`src/rtl/conditioner_scheduler_pkg.sv`:
```
// Shared constants and helpers for the time-multiplexed input conditioner.
package conditioner_scheduler_pkg;

  localparam int DEFAULT_NCH      = 4;
  localparam int DEFAULT_WAITTIME = 3;
  localparam int DEFAULT_CNTW     = 3;

  // Slot pointer width: a single channel still needs a one-bit pointer.
  function automatic int slot_width(input int nch);
    return (nch <= 2) ? 1 : $clog2(nch);
  endfunction

endpackage

```
`src/rtl/conditioner_scheduler_sync2ff.sv`:
```
// Single-bit two-flop synchronizer for one asynchronous board input.
module conditioner_scheduler_sync2ff (
  input  logic clk,
  input  logic reset,
  input  logic d,
  output logic q
);

  logic meta;

  // NOTE: sequential state uses non-blocking assignments so that every flop
  // samples the pre-edge value of its source, giving a true two-stage chain.
  always_ff @(posedge clk) begin
    if (reset) begin
      meta <= 1'b0;
      q    <= 1'b0;
    end else begin
      meta <= d;
      q    <= meta;
    end
  end

endmodule

```
`src/rtl/conditioner_scheduler.sv`:
```
// Round-robin debouncer: per-channel synchronizers feed one shared
// compare/count/accept datapath that visits one channel per enabled cycle.
module conditioner_scheduler
  import conditioner_scheduler_pkg::*;
#(
  parameter int NCH      = DEFAULT_NCH,
  parameter int WAITTIME = DEFAULT_WAITTIME,
  parameter int CNTW     = DEFAULT_CNTW,
  parameter int SLOTW    = slot_width(NCH)
) (
  input  logic             clk,
  input  logic             reset,
  input  logic             enable,
  input  logic [NCH-1:0]   noisysignal,
  output logic [NCH-1:0]   conditioned,
  output logic [NCH-1:0]   positiveedge,
  output logic [NCH-1:0]   negativeedge,
  output logic [SLOTW-1:0] slot
);

  localparam logic [CNTW-1:0]  CNT_LAST  = CNTW'(WAITTIME - 1);
  localparam logic [SLOTW-1:0] SLOT_LAST = SLOTW'(NCH - 1);

  logic [NCH-1:0]  sync1;
  logic [CNTW-1:0] cnt [NCH];
  logic            mismatch;
  logic            at_limit;

  for (genvar i = 0; i < NCH; i++) begin : g_sync
    conditioner_scheduler_sync2ff u_sync (
      .clk   (clk),
      .reset (reset),
      .d     (noisysignal[i]),
      .q     (sync1[i])
    );
  end

  // Shared evaluation datapath: only the channel under the slot pointer is seen.
  // NOTE: every signal driven here gets a value on every path, so no latch
  // can be inferred.
  always_comb begin
    mismatch = (sync1[slot] != conditioned[slot]);
    at_limit = (cnt[slot] == CNT_LAST);
  end

  always_ff @(posedge clk) begin
    if (reset) begin
      slot         <= '0;
      conditioned  <= '0;
      positiveedge <= '0;
      negativeedge <= '0;
      // NOTE: the counter array is a handful of flops, not a RAM, so it is
      // cleared by reset like any other state.
      for (int i = 0; i < NCH; i++) cnt[i] <= '0;
    end else begin
      positiveedge <= '0;
      negativeedge <= '0;
      if (enable) begin
        slot <= (slot == SLOT_LAST) ? '0 : slot + 1'b1;
        if (!mismatch) begin
          cnt[slot] <= '0;
        end else if (at_limit) begin
          cnt[slot]         <= '0;
          conditioned[slot] <= sync1[slot];
          if (sync1[slot]) positiveedge[slot] <= 1'b1;
          else             negativeedge[slot] <= 1'b1;
        end else begin
          cnt[slot] <= cnt[slot] + 1'b1;
        end
      end
    end
  end

endmodule

```
`config.mk`:
```
export PLATFORM = sky130hd
export DESIGN_NAME = conditioner_scheduler
export DESIGN_NICKNAME = d
export VERILOG_FILES = /design/src/rtl/conditioner_scheduler_pkg.sv /design/src/rtl/conditioner_scheduler_sync2ff.sv /design/src/rtl/conditioner_scheduler.sv
export SDC_FILE = /design/constraint.sdc
export NUM_CORES = 1
export LEC_CHECK = 0
export BUFFER_PORTS_ARGS = -buffer_cell sky130_fd_sc_hd__buf_2
export CORE_AREA = 2 2 54 56
export DETAILED_ROUTE_END_ITERATION = 8
export DIE_AREA = 0 0 56 58
export PLACE_DENSITY = 0.79
export SYNTH_ARGS = -nofsm -noshare
export SYNTH_HDL_FRONTEND = slang
export SYNTH_SLANG_ARGS = --single-unit
```
`constraint.sdc`:
```
create_clock -name clk -period 6.7 [get_ports clk]
set_clock_uncertainty 0.15 [all_clocks]
set_input_delay 0.335 -clock clk [delete_from_list [all_inputs] [get_ports clk]]
set_output_delay 0.335 -clock clk [all_outputs]
set_load 0.03 [all_outputs]
```
# After elaboration in Yosys (flattened, before gate mapping)
# Memory sizes are Yosys's and may differ from the RTL's. A register that Yosys moved wholly into a read port is not among the register bits.
# Index checks and enable logic that the tools add are counted.
# totals
ff_bits	22
ramBits	12
in_bits	7
out_inout_bits	14
word_cells	62
memories	1
# op_classes
add_sub_neg	2
n_lt_le_gt_ge	2
n_eq_ne	3
n_mux	31
bitwise	6
n_reduce_logical	5
# mem_list
name	depth	width	rd	rd_ports_with_merged_regs	write_ports	line_no	rtl
cnt	4	3	1	1	4	conditioner_scheduler.sv:25	logic [CNTW-1:0] cnt [NCH];
# ops
op	count
$mux W1	20
$reduce_or A5 Y1	2
$mux W3	3
$mux W2	4
$bmux W1 S2	2
$bwmux W4	1
$not A1 Y1	4
$add A3 B1 Y3 const B	1
$eq A3 B2 Y1 const B	1
$lt A2 B3 Y1 const B	1
$reduce_and A3 Y1	1
$reduce_or A3 Y1	1
$add A2 B1 Y2 const B	1
$demux W1 S2	1
$eq A2 B2 Y1 const B	1
$ge A2 B1 Y1 const B	1
$or A1 B1 Y1	2
$logic_and A1 B1 Y1	1
$ne A1 B1 Y1	1

# Longest topological paths before layout
# Gate-level depths: netlist (run 1).
# logic_depth
ltp_word	11
depth_mapped	6
mapped_depth_nobuf	6

# By module
# From an unflattened synthesis (run 1), not the netlist that was laid out.
# hier_totals
cells_unflattened	131
area_unflattened_um2	1525.2
# by_module_without_submodules
mod	n_inst	cells_each	area_per_inst_um2	seq_area_each_um2
conditioner_scheduler	1	115	1315.0	680.7
conditioner_scheduler_sync2ff	4	4	52.6	40.0

# Least setup slack after synthesis (run 1)
# Ideal clock, no wire load.
# synth_path
path_type	register to register
startpoint	register slot[0]
endpoint	memory cnt[0][1] (netlist bit), data pin
setup_time_ns	0.157
arrival_ns	1.885
required_ns	6.393
path_slack_ns	4.508
path_stages_with_launch	6
path_buffers	1
synth_period_minus_slack_ns	2.192
cell_sequence	dfxtp_1 buf_6 mux4_2 xor2_2 nand4_2 nor3_1
# synth_lines
element	line_no	rtl
start: declaration	conditioner_scheduler.sv:18	output logic [SLOTW-1:0] slot
start signal: assignment	conditioner_scheduler.sv:59	slot <= (slot == SLOT_LAST) ? '0 : slot + 1'b1;
end: declaration	conditioner_scheduler.sv:25	

==> metrics.cfg, run 1 <==
[power_and_ir_drop]
vdd_drop_max_v = 0.0001712
finalPower_mw = 0.3861
cellLeakagePower_nw = 0.7073
cellPowerDensity_nw_per_um2 = 231.0

[timing]
finalHoldViolations = 0
fin_hold_ws_ps = 66.30
worst_pin_slew_ps = 617.9
finalWorstSetupSlack_ps = 4372
setup_tns_ps = 0
drv_slew = 0
fmax_mhz = 429.5
finalCritPeriodShare = 0.3475
slew_headroom = 0.5845
setup_viol = 0
rsz0062_at_grt = no
min_period_ps = 2328

[cells_and_area]
num-fill-cells = 209
final_util = 0.6278
synthToLayoutAreaGrowth_pct = 11.61
n_antenna_cell = 0
nets = 158
final_area_um2 = 1672
fin_cells = 177
drive_above_1_share = 0.3014

[clock_network]
clock_tree.root_cell = clkbuf_4
cts_buffers = 5
cts_hold_buffers = 0
cts.sinks = 36
clk_latency_ps = 330
cts_resized = 0
path_clk_slew_ps = 100
cts_buffer_depth = 2
cts_tree = built
cts_htree_levels = 2
post_cts_buffers = 0

[global_routing]
grt.overflow.total = 0
antenna_found_initial = 0
grt_max_degree = 17
grt_pass1_wl_mm = 4.146
grt_usage = 0.1718
grt_pass1_vias = 945

[routing]
vias = 996
drt_wl_total_mm = 2.502
drt-vias-per-instance = 5.627
drtPass1Iterations = 5
drc = 0
drtIter0Drc = 23
wl_per_cell_um = 14.14
antenna_left = 0

[synthesis]
netlist_top_cells_count = dfxtp_1 (24), edfxtp_1 (12), nor2_1 (12), nor2b_1 (9)
synth_cell_type_count = 31
synthFlopType = dfxtp_1
syn_area_per_cell_um2 = 12.48
yosys-top-cells-area = dfxtp_1 (32%), edfxtp_1 (24%), mux4_2 (7.5%)
synth.top_cell.area_share = 0.3208
yosys.area.top_type = dfxtp_1
synthCells = 120
synth.most_common_cell = dfxtp_1
async_flop_share = 0
ys_seq_area_frac = 0.5614
synth_seq_cells = 36
syn_nets = 133
syn_area_um2 = 1498
ys_warn_count = 0
synth_edf_count = 12

[worst_setup_path]
worstSetupEndpointType = flop
cp_max_fo = 4
cpMaxStageDelayCell = mux4_2
critPathMaxStageDelay_ps = 560
crit_chain = mux4_2, inv_1, ha_1, nor3b_1, o21ai_0, nor2_1
worstPathRequired_ps = 6630
crit_path_start_kind = flop
critPathArrivalTime_ps = 2260
critical_path_class = reg2reg

[die]
row_count = 19
start_util = 0.5625
dieArea_um2 = 3248
dieWidth_um = 56
io_pins = 21
core-area_um2 = 2663
die_h_um = 58

[placement]
placed_cells = 169
port_buffers = 20
place_ws_ps = 4393
place_area_um2 = 1622
post-dp-hpwl_mm = 1.938
routabilityCongestion = 0.9053

[flow_run]
cap_viol_max_count = 0

[outcome]
status = finished, final reports clean

[worst_hold_path]
hold_class = in2reg

[layer usage]
metal / wire length, um / vias up / track usage
li1: - / 474 / -
met1: 1077 / 482 / 0.1976
met3: 128 / 7 / 0.05804
met2: 1238 / 33 / 0.2807
met4: 57 / 0 / 0.1020
met5: 0 / - / 0
[state kept, by name (all words and copies together), names as in the netlist, named ones only]
name                cells
slot                    2
cnt                    12
g_sync.u_sync.meta      4
negativeedge            4
g_sync.u_sync.q         4
conditioned             4
positiveedge            4
[area by class of cell]
class,instances,area [um2],area share
Sequential cell,36,840.8,0.5030
Clock inverter,1,5.005,0.002994
Tap cell,31,38.79,0.02320
Clock buffer,7,45.04,0.02695
Inverter,6,22.52,0.01347
Timing Repair Buffer,20,100.1,0.05988
Multi-Input combinational cell,76,619.3,0.3705
[final timing paths]
check | from | to | slack (ps) | cells after the start
worst min register to register | g_sync[0].u_sync.meta$_SDFF_PP0_ | g_sync[0].u_sync.q$_SDFF_PP0_ | 290 | 1
worst max register to register | flop | cnt[2][2]$_SDFFCE_PN0P_ | 4370 | 6
worst max-delay path | flop | cnt[2][2]$_SDFFCE_PN0P_ | 4370 | 6
worst min-delay path | noisysignal[1] | g_sync[1].u_sync.meta$_SDFF_PP0_ | 70 | 2
[where the power goes]
| group | switching [mW] | internal, mW | leakage (nW) |
|---|---|---|---|
| clock network | 0.0652 | 0.0409 | 0.0293 |
| logic | 0.0247 | 0.0169 | 0.357 |
| registers | 0.00550 | 0.233 | 0.321 |
| total | 0.0954 | 0.291 | 0.707 |
[cells by family after synthesis]
| family | Yosys count | synth area share |
|---|---|---|
| and+or+nand+nor | 54 | 0.2247 |
| DFF | 36 | 0.5614 |
| AOI/OAI and AO/OA | 9 | 0.04595 |
| buffers and inverters | 8 | 0.02506 |
| muxes | 6 | 0.08187 |
| adders and majority gates | 6 | 0.05012 |
| xor gates and xnor gates | 1 | 0.01086 |
[placed cells by master (no fill, tap or decap), types with 2 or more instances in the layout]
master / n
inv_1: 6
clkbuf_1: 2
nor2_1: 12
o21ai_0: 2
a32o_2: 3
nand3_1: 4
dfxtp_1: 24
nor2b_1: 9
edfxtp_1: 12
nor3_1: 6
mux4_2: 5
buf_2: 20
nand2_1: 5
ha_1: 6
nand2b_4: 3
clkbuf_4: 5
and2_1: 6
[critical path: cells and delay by family (launching register included)]
kind,cells,cell delay [ps]
multiplexers,1,560
flip-flops,1,440
AO/OA/AOI/OAI,1,430
adder cells (fa/ha/maj),1,240
AND/OR/NAND/NOR,2,170
buffers and inverters,1,80
No activity file was read; power rests on OpenSTA's default activity.
==> run 2: changes to the inputs <==
--- a/config.mk
+++ b/config.mk
@@ -5,11 +5,12 @@
 export SDC_FILE = /design/constraint.sdc
 export NUM_CORES = 1
 export LEC_CHECK = 0
+export ABC_AREA = 1
 export BUFFER_PORTS_ARGS = -buffer_cell sky130_fd_sc_hd__buf_2
-export CORE_AREA = 2 2 54 56
+export CORE_AREA = 2 2 56 58
 export DETAILED_ROUTE_END_ITERATION = 8
-export DIE_AREA = 0 0 56 58
-export PLACE_DENSITY = 0.79
+export DIE_AREA = 0 0 58 60
+export PLACE_DENSITY = 0.75
 export SYNTH_ARGS = -nofsm -noshare
 export SYNTH_HDL_FRONTEND = slang
 export SYNTH_SLANG_ARGS = --single-unit
==> constraint.sdc (replaced) <==
create_clock -name clk -period 2.2 [get_ports clk]
set_clock_uncertainty 0.15 [all_clocks]
set_input_delay 0.11 -clock clk [delete_from_list [all_inputs] [get_ports clk]]
set_output_delay 0.11 -clock clk [all_outputs]
set_load 0.03 [all_outputs]
==> metrics.cfg, run 2 <==
[clock_network]
path_clk_slew_ps = 100  ; about the same
clock_tree.root_cell = clkbuf_4  ; unchanged
cts_htree_levels = 2  ; unchanged
cts.sinks = 36  ; unchanged
cts_resized = 0  ; unchanged
cts_tree = built  ; unchanged
cts_buffers = 5  ; unchanged
clk_latency_ps = 330  ; about the same
cts_buffer_depth = 2  ; unchanged

[worst_setup_path]
critical_path_class = reg2reg  ; unchanged
endpoint = cnt[0][2]$_SDFFCE_PN0P_  ; was cnt[2][2]$_SDFFCE_PN0P_
regToRegEndpoint = cnt[0][2]$_SDFFCE_PN0P_  ; was cnt[2][2]$_SDFFCE_PN0P_
regToRegSetupSlack_ps = 210  ; was 4370 ps
crit_path_start_kind = flop  ; unchanged
cp_max_fo = 7  ; was 4
worstPathRequired_ps = 2240  ; was 6630 ps
critPathArrivalTime_ps = 2030  ; was 2260 ps
rr_worst_depth = 10  ; was 6
worstSetupEndpointType = flop  ; unchanged

[synthesis]
ys_warn_count = 0  ; unchanged
yosys-top-cells-area = dfxtp_1 (31%), edfxtp_1 (23%), nand2_1 (11%)  ; was dfxtp_1 (32%), edfxtp_1 (24%), mux4_2 (7.5%)
syn_area_um2 = 1535  ; was 1498 um2
synth.most_common_cell = nand2_1  ; was dfxtp_1
syn_nets = 193  ; was 133
synth.top_cell.area_share = 0.3130  ; was 0.3208
netlist_top_cells_count = nand2_1 (45), nor2_1 (29), dfxtp_1 (24), inv_1 (23), edfxtp_1 (12)  ; was dfxtp_1 (24), edfxtp_1 (12), nor2_1 (12), nor2b_1 (9)
synthFlopType = dfxtp_1  ; unchanged
ys_seq_area_frac = 0.5477  ; was 0.5614
async_flop_share = 0  ; unchanged
yosys.area.top_type = dfxtp_1  ; unchanged
synthCells = 180  ; was 120
synth_seq_cells = 36  ; unchanged
synth_edf_count = 12  ; unchanged
syn_area_per_cell_um2 = 8.529  ; was 12.48 um2
synth_cell_type_count = 22  ; was 31

[global_routing]
antenna_found_initial = 0  ; unchanged
grt.overflow.total = 0  ; unchanged
grt_usage = 0.1942  ; was 0.1718
grt_pass1_wl_mm = 4.878  ; was 4.146 mm
grt_pass1_vias = 1178  ; was 945
grt_max_degree = 12  ; was 17

[timing]
worst_pin_slew_ps = 504.5  ; was 617.9 ps
drv_slew = 0  ; unchanged
fmax_mhz = 503.6  ; was 429.5 MHz
rsz0062_at_grt = no  ; unchanged
min_period_ps = 1986  ; was 2328 ps
setup_tns_ps = 0  ; unchanged
finalWorstSetupSlack_ps = 214.2  ; was 4372 ps
finalCritPeriodShare = 0.9027  ; was 0.3475
setup_viol = 0  ; unchanged
finalHoldViolations = 0  ; unchanged
slew_headroom = 0.6608  ; was 0.5845
fin_hold_ws_ps = 18.63  ; was 66.30 ps

[cells_and_area]
n_antenna_cell = 0  ; unchanged
largest_register = cnt  ; unchanged
drive_above_1_share = 0.1881  ; was 0.3014
synthToLayoutAreaGrowth_pct = 19.07  ; was 11.61%
final_area_um2 = 1828  ; was 1672 um2
largest_reg_flops = 12  ; unchanged
most-common-layout-cells = nand2_1 (45), nor2_1 (29), dfxtp_1 (24)  ; was dfxtp_1 (24), buf_2 (20), nor2_1 (12), edfxtp_1 (12), nor2b_1 (9)
nets = 230  ; was 158
final_common_cell = nand2_1  ; was dfxtp_1

[routing]
antenna_left = 0  ; unchanged
drt_wl_total_mm = 3.071  ; was 2.502 mm
wl_per_cell_um = 12.24  ; was 14.14 um
drtPass1Iterations = 4  ; was 5
drc = 0  ; unchanged
drtIter0Drc = 54  ; was 23
drt-vias-per-instance = 5.080  ; was 5.627
vias = 1275  ; was 996

[die]
dieWidth_um = 58  ; was 56 um
die_h_um = 60  ; was 58 um
dieArea_um2 = 3480  ; was 3248 um2
start_util = 0.5289  ; was 0.5625
core-area_um2 = 2903  ; was 2663 um2
io_pins = 21  ; unchanged
row_count = 20  ; was 19

[placement]
port_buffers = 20  ; unchanged
place_area_um2 = 1688  ; was 1622 um2
place_ws_ps = 257.8  ; was 4393 ps
routabilityCongestion = 0.8803  ; was 0.9053
post-dp-hpwl_mm = 2.192  ; was 1.938 mm

[outcome]
status = finished, final reports clean  ; unchanged

[power_and_ir_drop]
vdd_drop_max_v = 0.0004571  ; was 0.0001712 V
cellLeakagePower_nw = 0.8843  ; was 0.7073 nW
finalPower_mw = 1.215  ; was 0.3861 mW
cellPowerDensity_nw_per_um2 = 664.6  ; was 231.0 nW/um2

[flow_run]
cap_viol_max_count = 0  ; unchanged

[worst_hold_path]
hold_class = in2reg  ; unchanged

-- run 2: cell count changes after synthesis, moves of 4 or more --
cell     before  now
and2_1        6    0
inv_1         6   23
nor2_1       12   29
nand2_1       5   45
inv_2         0    4
mux4_2        5    0
nor2b_1       9    0
nand3_1       4   10
nand2_2       0    4
nor3_1        6    2
o21ai_0       2    6
-- run 2: layer usage --
metal	wire length [um]	part of all wire	up-vias	track usage
met5	0	0	-	0
met2	1593	0.52	35	0.3523
met3	150	0.049	11	0.05411
met4	82	0.027	0	0.1096
li1	-	-	639	-
met1	1245	0.41	590	0.2011
-- run 2: critical path, stage by stage, from the launching register on --
cell and delay (ps):
dfxtp_1 380, inv_2 110, nand2_1 80, a32oi_1 290, inv_1 80, ha_1 210, nand2_2 150, nand3_4 120
nor2_4 110, inv_2 50, nor2_1 100
-- run 2: worst min-delay path by stage --
| stage | startpoint | endpoint | slack (ps) | depth (start not counted) |
|---|---|---|---|---|
| 3_5_place_dp | noisysignal[3] | g_sync[3].u_sync.meta$_SDFF_PP0_ | 170 | 3 |
| 2_1_floorplan | noisysignal[0] | g_sync[0].u_sync.meta$_SDFF_PP0_ | 70 | 2 |
| 5_1_grt | enable | flop | 30 | 4 |
| 3_3_place_gp | noisysignal[2] | g_sync[2].u_sync.meta$_SDFF_PP0_ | 160 | 3 |
| 6_report | enable | slot[1]$_SDFFE_PP0P_ | 20 | 4 |
| 4_1_cts | enable | slot[1]$_SDFFE_PP0P_ | 7 | 4 |
-- run 2: report_power, final --
| group | switching (mW) | leakage (nW) | internal, mW |
|---|---|---|---|
| registers | 0.0193 | 0.321 | 0.710 |
| logic | 0.102 | 0.534 | 0.0570 |
| clock network | 0.202 | 0.0293 | 0.124 |
-- run 2: layout make-up --
class                      instances  area [um2]
clock buffer                       7       45.04
clock inverter                     1       5.005
fill                             256        1075
inverter                          28       105.1
multi-input combinational        115       585.6
sequential                        36       840.8
tap                               33       41.29
timing repair buffer              31       205.2
-- run 2: what timing repair did --
item                      in CTS  in global routing
buffers inserted               0                  0
hold buffers                   9                  0
hold endpoints to repair       9                  0
-- run 2: cells by family after synthesis --
group	count (synthesis)	synth area share
AOI/OAI and AO/OA	10	0.03749
and+or+nand+nor	98	0.2893
DFF	36	0.5477
adders and majority gates	6	0.04890
xor gates and xnor gates	1	0.005706
buffers and inverters	29	0.07090
-- run 2: per-stage QoR --
step,instances,utilization
2_1_floorplan,180,-
3_3_place_gp,234,0.5815
3_5_place_dp,234,0.5815
4_1_cts,251,0.6297
5_1_grt,251,0.6297
6_report,251,0.6297
